### src/rtl/m6502_int_pkg.sv
// Shared constants and types for the M6502-style multi-channel interrupt controller.
package m6502_int_pkg;

    localparam logic [7:0] VEC_RES  = 8'hFC;
    localparam logic [7:0] VEC_NMI  = 8'hFA;
    localparam logic [7:0] VEC_IRQ0 = 8'hFE;

    localparam int SRC_RES      = 0;
    localparam int SRC_NMI      = 1;
    localparam int SRC_IRQ_BASE = 2;

    typedef enum logic {IDLE, SERVICE} state_e;

    // Channel 0 keeps the classic IRQ vector; higher channels step down by two bytes.
    function automatic logic [7:0] irq_vec(input logic [7:0] base, input int k);
        if (k == 0) return VEC_IRQ0;
        return base - 8'(2 * (k - 1));
    endfunction

endpackage

### src/rtl/nmi_edge_detector.sv
// Falling-edge latch for NMI; a fresh edge beats a same-cycle clear.
module nmi_edge_detector (
    input  logic clk,
    input  logic rst_n,
    input  logic en,
    input  logic nmi_n,
    input  logic clr,
    output logic pending
);

    logic prev_q, prev_d;
    logic pending_q, pending_d;

    always_comb begin
        prev_d    = prev_q;
        pending_d = pending_q;
        if (en) begin
            prev_d    = nmi_n;
            pending_d = (prev_q & ~nmi_n) | (pending_q & ~clr);
        end
    end

    always_ff @(posedge clk or negedge rst_n) begin
        if (!rst_n) begin
            prev_q    <= 1'b1;
            pending_q <= 1'b0;
        end else begin
            prev_q    <= prev_d;
            pending_q <= pending_d;
        end
    end

    assign pending = pending_q;

endmodule

### src/rtl/multi_channel_interrupt_controller.sv
// Reset/NMI/multi-IRQ arbitration at the instruction boundary, held until vector fetch ack.
// Optional NMI hijack of an in-flight IRQ vector fetch is enabled by defining NMI_HIJACK_EN.
module multi_channel_interrupt_controller
    import m6502_int_pkg::*;
#(
    parameter int          NUM_IRQ      = 4,
    parameter logic [7:0]  IRQ_VEC_BASE = 8'hEE,
    localparam int         SRC_W        = $clog2(NUM_IRQ + 2)
) (
    input  logic               CLK_IN,
    input  logic               RES_N,
    input  logic               rdy,
    input  logic               sample_t0,
    input  logic               nmi_n,
    input  logic [NUM_IRQ-1:0] irq_n,
    input  logic [NUM_IRQ-1:0] irq_mask,
    input  logic               i_flag,
    input  logic               vec_ack,
    output logic               int_req,
    output logic               reset_seq,
    output logic [SRC_W-1:0]   src,
    output logic [7:0]         vec_adl,
    output logic               nmi_pending
);

    state_e             state_q, state_d;
    logic [SRC_W-1:0]   src_q, src_d;
    logic [7:0]         vec_q, vec_d;
    logic               reset_seq_q, reset_seq_d;
    logic               nmi_clr;
    logic [NUM_IRQ-1:0] irq_elig;
    logic               any_req;
    logic [SRC_W-1:0]   win_src;
    logic [7:0]         win_vec;

    nmi_edge_detector u_nmi (
        .clk     (CLK_IN),
        .rst_n   (RES_N),
        .en      (rdy),
        .nmi_n   (nmi_n),
        .clr     (nmi_clr),
        .pending (nmi_pending)
    );

    assign irq_elig = ~irq_n & irq_mask & {NUM_IRQ{~i_flag}};

    // Descending scan so the lowest-numbered eligible channel wins; NMI overrides all.
    always_comb begin
        any_req = 1'b0;
        win_src = SRC_W'(SRC_NMI);
        win_vec = VEC_NMI;
        for (int k = NUM_IRQ - 1; k >= 0; k--) begin
            if (irq_elig[k]) begin
                any_req = 1'b1;
                win_src = SRC_W'(SRC_IRQ_BASE + k);
                win_vec = irq_vec(IRQ_VEC_BASE, k);
            end
        end
        if (nmi_pending) begin
            any_req = 1'b1;
            win_src = SRC_W'(SRC_NMI);
            win_vec = VEC_NMI;
        end
    end

    always_comb begin
        state_d     = state_q;
        src_d       = src_q;
        vec_d       = vec_q;
        reset_seq_d = reset_seq_q;
        nmi_clr     = 1'b0;
        if (rdy) begin
            case (state_q)
                IDLE: begin
                    if (sample_t0 && any_req) begin
                        state_d = SERVICE;
                        src_d   = win_src;
                        vec_d   = win_vec;
                    end
                end
                SERVICE: begin
                    if (vec_ack) begin
                        state_d     = IDLE;
                        reset_seq_d = 1'b0;
                        nmi_clr     = !reset_seq_q && (src_q == SRC_W'(SRC_NMI));
                    end
`ifdef NMI_HIJACK_EN
                    else if (nmi_pending && !reset_seq_q &&
                             (src_q >= SRC_W'(SRC_IRQ_BASE))) begin
                        src_d = SRC_W'(SRC_NMI);
                        vec_d = VEC_NMI;
                    end
`endif
                end
                default: state_d = IDLE;
            endcase
        end
    end

    always_ff @(posedge CLK_IN or negedge RES_N) begin
        if (!RES_N) begin
            state_q     <= SERVICE;
            src_q       <= SRC_W'(SRC_RES);
            vec_q       <= VEC_RES;
            reset_seq_q <= 1'b1;
        end else begin
            state_q     <= state_d;
            src_q       <= src_d;
            vec_q       <= vec_d;
            reset_seq_q <= reset_seq_d;
        end
    end

    assign int_req   = (state_q == SERVICE);
    assign reset_seq = reset_seq_q;
    assign src       = src_q;
    assign vec_adl   = vec_q;

endmodule

### config.mk
export PLATFORM = sky130hd
export DESIGN_NAME = multi_channel_interrupt_controller
export DESIGN_NICKNAME = d
export VERILOG_FILES = /design/src/rtl/m6502_int_pkg.sv /design/src/rtl/nmi_edge_detector.sv /design/src/rtl/multi_channel_interrupt_controller.sv
export SDC_FILE = /design/constraint.sdc
export NUM_CORES = 1
export LEC_CHECK = 0
export CORE_MARGIN = 5
export CORE_UTILIZATION = 38
export CTS_BUF_LIST = sky130_fd_sc_hd__clkbuf_4 sky130_fd_sc_hd__clkbuf_8 sky130_fd_sc_hd__clkbuf_16
export DETAILED_ROUTE_END_ITERATION = 10
export PLACE_DENSITY = 0.77
export SYNTH_ARGS = -nofsm -noshare
export SYNTH_HDL_FRONTEND = slang
export SYNTH_SLANG_ARGS = --single-unit
### constraint.sdc
create_clock -name CLK_IN -period 1.6 [get_ports CLK_IN]
set_input_delay 0.16 -clock CLK_IN [delete_from_list [all_inputs] [get_ports CLK_IN]]
set_output_delay 0.16 -clock CLK_IN [all_outputs]
set_load 0.02 [all_outputs]
==> run_results.csv <==
group,metric,value,unit
clock_network,root_buffer,"clkbuf_4",
setup_path,crit_type,"flip-flop to output pin",
setup_path,critPathLaunchType,"flip-flop",
synthesis,synth.area.top_cells,"dfstp_2 23%, dfrtp_1 22%, mux2_4 7.9%",
drt,dr.pass1.iters,2,
timing,skew,0.00671,ns
setup_path,critical-path-slowest-cell,"clkdlybuf4s50_1",
timing,min_period,1.55,ns
setup_path,rr_endpoint,"src[0]$_DFFE_PN0P_",
power_and_ir_drop,peakVddDrop,675,uV
grt,grt_usage,0.117,
outcome,outcome,"finished clean",
timing,fin_setup_tns,0,ns
setup_path,cp.required,1.44,ns
final_layout,fill_cells,140,
timing,grt_setup_unrepaired,"no",
setup_path,cp-end-kind,"output pin",
power_and_ir_drop,finalPower,0.00110,W
setup_path,rr_worst_depth,2,
setup_path,critPathBufInv,1,
synthesis,synth_top_cell_area_share,0.229,
drt,via_count,475,
grt,grt_max_degree,11,
timing,fmax,643,MHz
timing,finalMaxSlewViolations,0,
die,coreArea,1470,um^2
drt,ant_nets,0,
synthesis,synthesis.area,573,um^2
timing,hold_viol_final,0,
die,die-area,2380,um^2
final_layout,area_growth,51.5,%
synthesis,syn-instance-count,56,
die,fp.dieW,48.8,um
timing,finalSetupViolations,0,
setup_path,arrival,1.39,ns
power_and_ir_drop,power.leakage,0.400,nW
die,fp.dieH,48.8,um
setup_path,r2r-start,"u_nmi.pending$_DFFE_PN0P_",
clock_network,ctsHoldBuffers,0,
synthesis,yosysTopAreaCell,"dfstp_2",
clock_network,numCtsBuffers,3,
power_and_ir_drop,powerDensity,1270,nW/um^2
grt,antenna_found_initial,0,
final_layout,nNetsFinal,101,
setup_path,cpPeakStageDelay,0.59,ns
place,io_buffers,23,
final_layout,fin_cells,101,
place,gp_congestion,0.733,
die,start_util,0.389,
worst_hold_path,hp-class,"input port to async pin",
drt,drtIter0Drc,1,
die,row_count,14,
synthesis,ys_ff_latch,10,
setup_path,cp_cell_sequence,"clkdlybuf4s50_1",
drt,drc,0,
clock_network,cts_sinks,10,
grt,grt_pass1_vias,477,
clock_network,clkTransAtPathRegs,0.07,ns
clock_network,htree_levels,1,
clock_network,cts_tree,"built",
synthesis,ys_types,25,
synthesis,yosysSeqAreaShare,0.448,
drt,wl_per_cell,12.3,um
synthesis,syn_area_per_cell,10.2,um^2
place,post-place-cells,97,
die,ios,29,
final_layout,drive_gt1_frac,0.259,
grt,grt_pass1_wl,2190,um
timing,fin_crit_sh,0.972,
clock_network,post_cts_buffers,0,
clock_network,clock_latency,0.27,ns
synthesis,ys_warn_count,0,
clock_network,cts_max_path_buffers,2,
place,place_hpwl,1010,um
grt,grt-ovfl-total,0,
setup_path,regToRegSetupSlack,0.29,ns
flow_run,cap_violations,0,
setup_path,critPathMaxFanout,2,
drt,vias_per_cell,4.70,
drt,drt-total-wl,1240,um
setup_path,critical-path-top-delay-family,"buffers and inverters",
final_layout,antennaDiodeCount,0,
==> Yosys cell counts, drive strengths merged <==
cell type and number:
inv 2, or3b 1, nor2 7, nand2 5
mux2 4, o31ai 1, or2b 1, buf 5
nor3 1, and2 1, dfstp 5, o21ai 2
a21oi 2, nand2b 2, dfrtp 5, conb 2
nor3b 3, a32oi 1, nand3 2, o2bb2ai 1
or2 1, o21bai 1, a31oi 1
==> cell type report <==
cell class | instances | area [um^2] | share of cell area
sequential | 10 | 258 | 0.297
inverter | 2 | 7.51 | 0.00865
tap | 16 | 20.0 | 0.0231
timing repair buffer | 27 | 264 | 0.304
multi-input combinational | 42 | 283 | 0.326
clock buffer | 4 | 36.3 | 0.0418
==> sequential cells by signal (all words and copies together), names as in the netlist <==
signal,count
src,3
vec_adl,3
int_req,1
reset_seq,1
u_nmi.pending,1
u_nmi.prev_q,1
==> how the worst max path moves through the flow <==
| stage | startpoint | end | slack (ns) | depth (start not counted) |
|---|---|---|---|---|
| final | vec_adl[2]$_DFFE_PN1P_ | vec_adl[2] | 0.05 | 1 |
| after global routing | vec_adl[2]$_DFFE_PN1P_ | vec_adl[2] | 0.01 | 1 |
| after CTS | reset_seq$_DFFE_PN1P_ | reset_seq | 0.01 | 1 |
| after detailed placement | i_flag | src[0]$_DFFE_PN0P_ | -0.06 | 4 |
| after global placement | irq_n[1] | src[1]$_DFFE_PN0P_ | -0.04 | 5 |
| after floorplan | u_nmi.pending$_DFFE_PN0P_ | src[0]$_DFFE_PN0P_ | 0.22 | 2 |
==> cells in the final DEF (no fill, tap or decap) <==
cell | synthesis | routed
inv_1 | 2 | 2
clkbuf_8 | 0 | 1
o21bai_1 | 1 | 1
dlygate4sd2_1 | 0 | 1
nand2b_1 | 2 | 2
mux2_2 | 1 | 1
a32oi_1 | 1 | 1
a31oi_2 | 1 | 1
and2_1 | 1 | 1
nor3b_2 | 1 | 1
mux2_4 | 3 | 3
o31ai_4 | 1 | 1
nand2_1 | 5 | 5
nor3_1 | 1 | 1
or2b_1 | 1 | 1
o2bb2ai_1 | 1 | 1
dfrtp_2 | 0 | 1
nand3_1 | 2 | 2
dfrtp_1 | 5 | 4
buf_4 | 5 | 4
dlymetal6s2s_1 | 0 | 2
conb_1 | 2 | 5
clkdlybuf4s50_1 | 0 | 20
or2_2 | 1 | 1
o21ai_0 | 2 | 2
nor2_1 | 7 | 7
nor3b_1 | 2 | 2
or3b_1 | 1 | 1
a21oi_1 | 2 | 2
clkbuf_4 | 0 | 3
dfstp_2 | 5 | 5
==> where the power goes <==
group / internal, W / leakage, nW / switching, W / total, W
clock: 0.000138 / 0.0210 / 0.0000900 / 0.000228
combinational: 0.000238 / 0.274 / 0.000213 / 0.000451
sequential: 0.000351 / 0.105 / 0.0000707 / 0.000422
==> routing by layer <==
metal | wire (um) | GRT usage
met5 | 0 | 0
met4 | 10 | 0.0404
met3 | 79 | 0.0489
met2 | 615 | 0.178
met1 | 534 | 0.147
==> kinds of logic after synthesis <==
| family | after synthesis | synth area share |
|---|---|---|
| and+or+nand+nor | 24 | 0.225 |
| DFF | 10 | 0.448 |
| AOI/OAI and AO/OA | 9 | 0.138 |
| buffers and inverters | 7 | 0.0786 |
| muxes | 4 | 0.0982 |
| other | 2 | 0.0131 |
==> repair_timing <==
item,CTS,global route
setup endpoints to repair,2,2
pin swaps,0,0
resized for setup,2,2
cloned,0,0
==> metrics by stage <==
step | util | worst slack (ns) | area (um^2) | hold WS, ns
2_1_floorplan | - | 0.215 | 584 | -0.136
3_3_place_gp | 0.562 | -0.0429 | 827 | 0.475
3_5_place_dp | 0.562 | -0.0613 | 827 | 0.484
4_1_cts | 0.587 | 0.0145 | 863 | 0.210
5_1_grt | 0.590 | 0.0112 | 868 | 0.243
6_report | 0.590 | 0.0455 | 868 | 0.199
(Power assumes the default switching activity.)
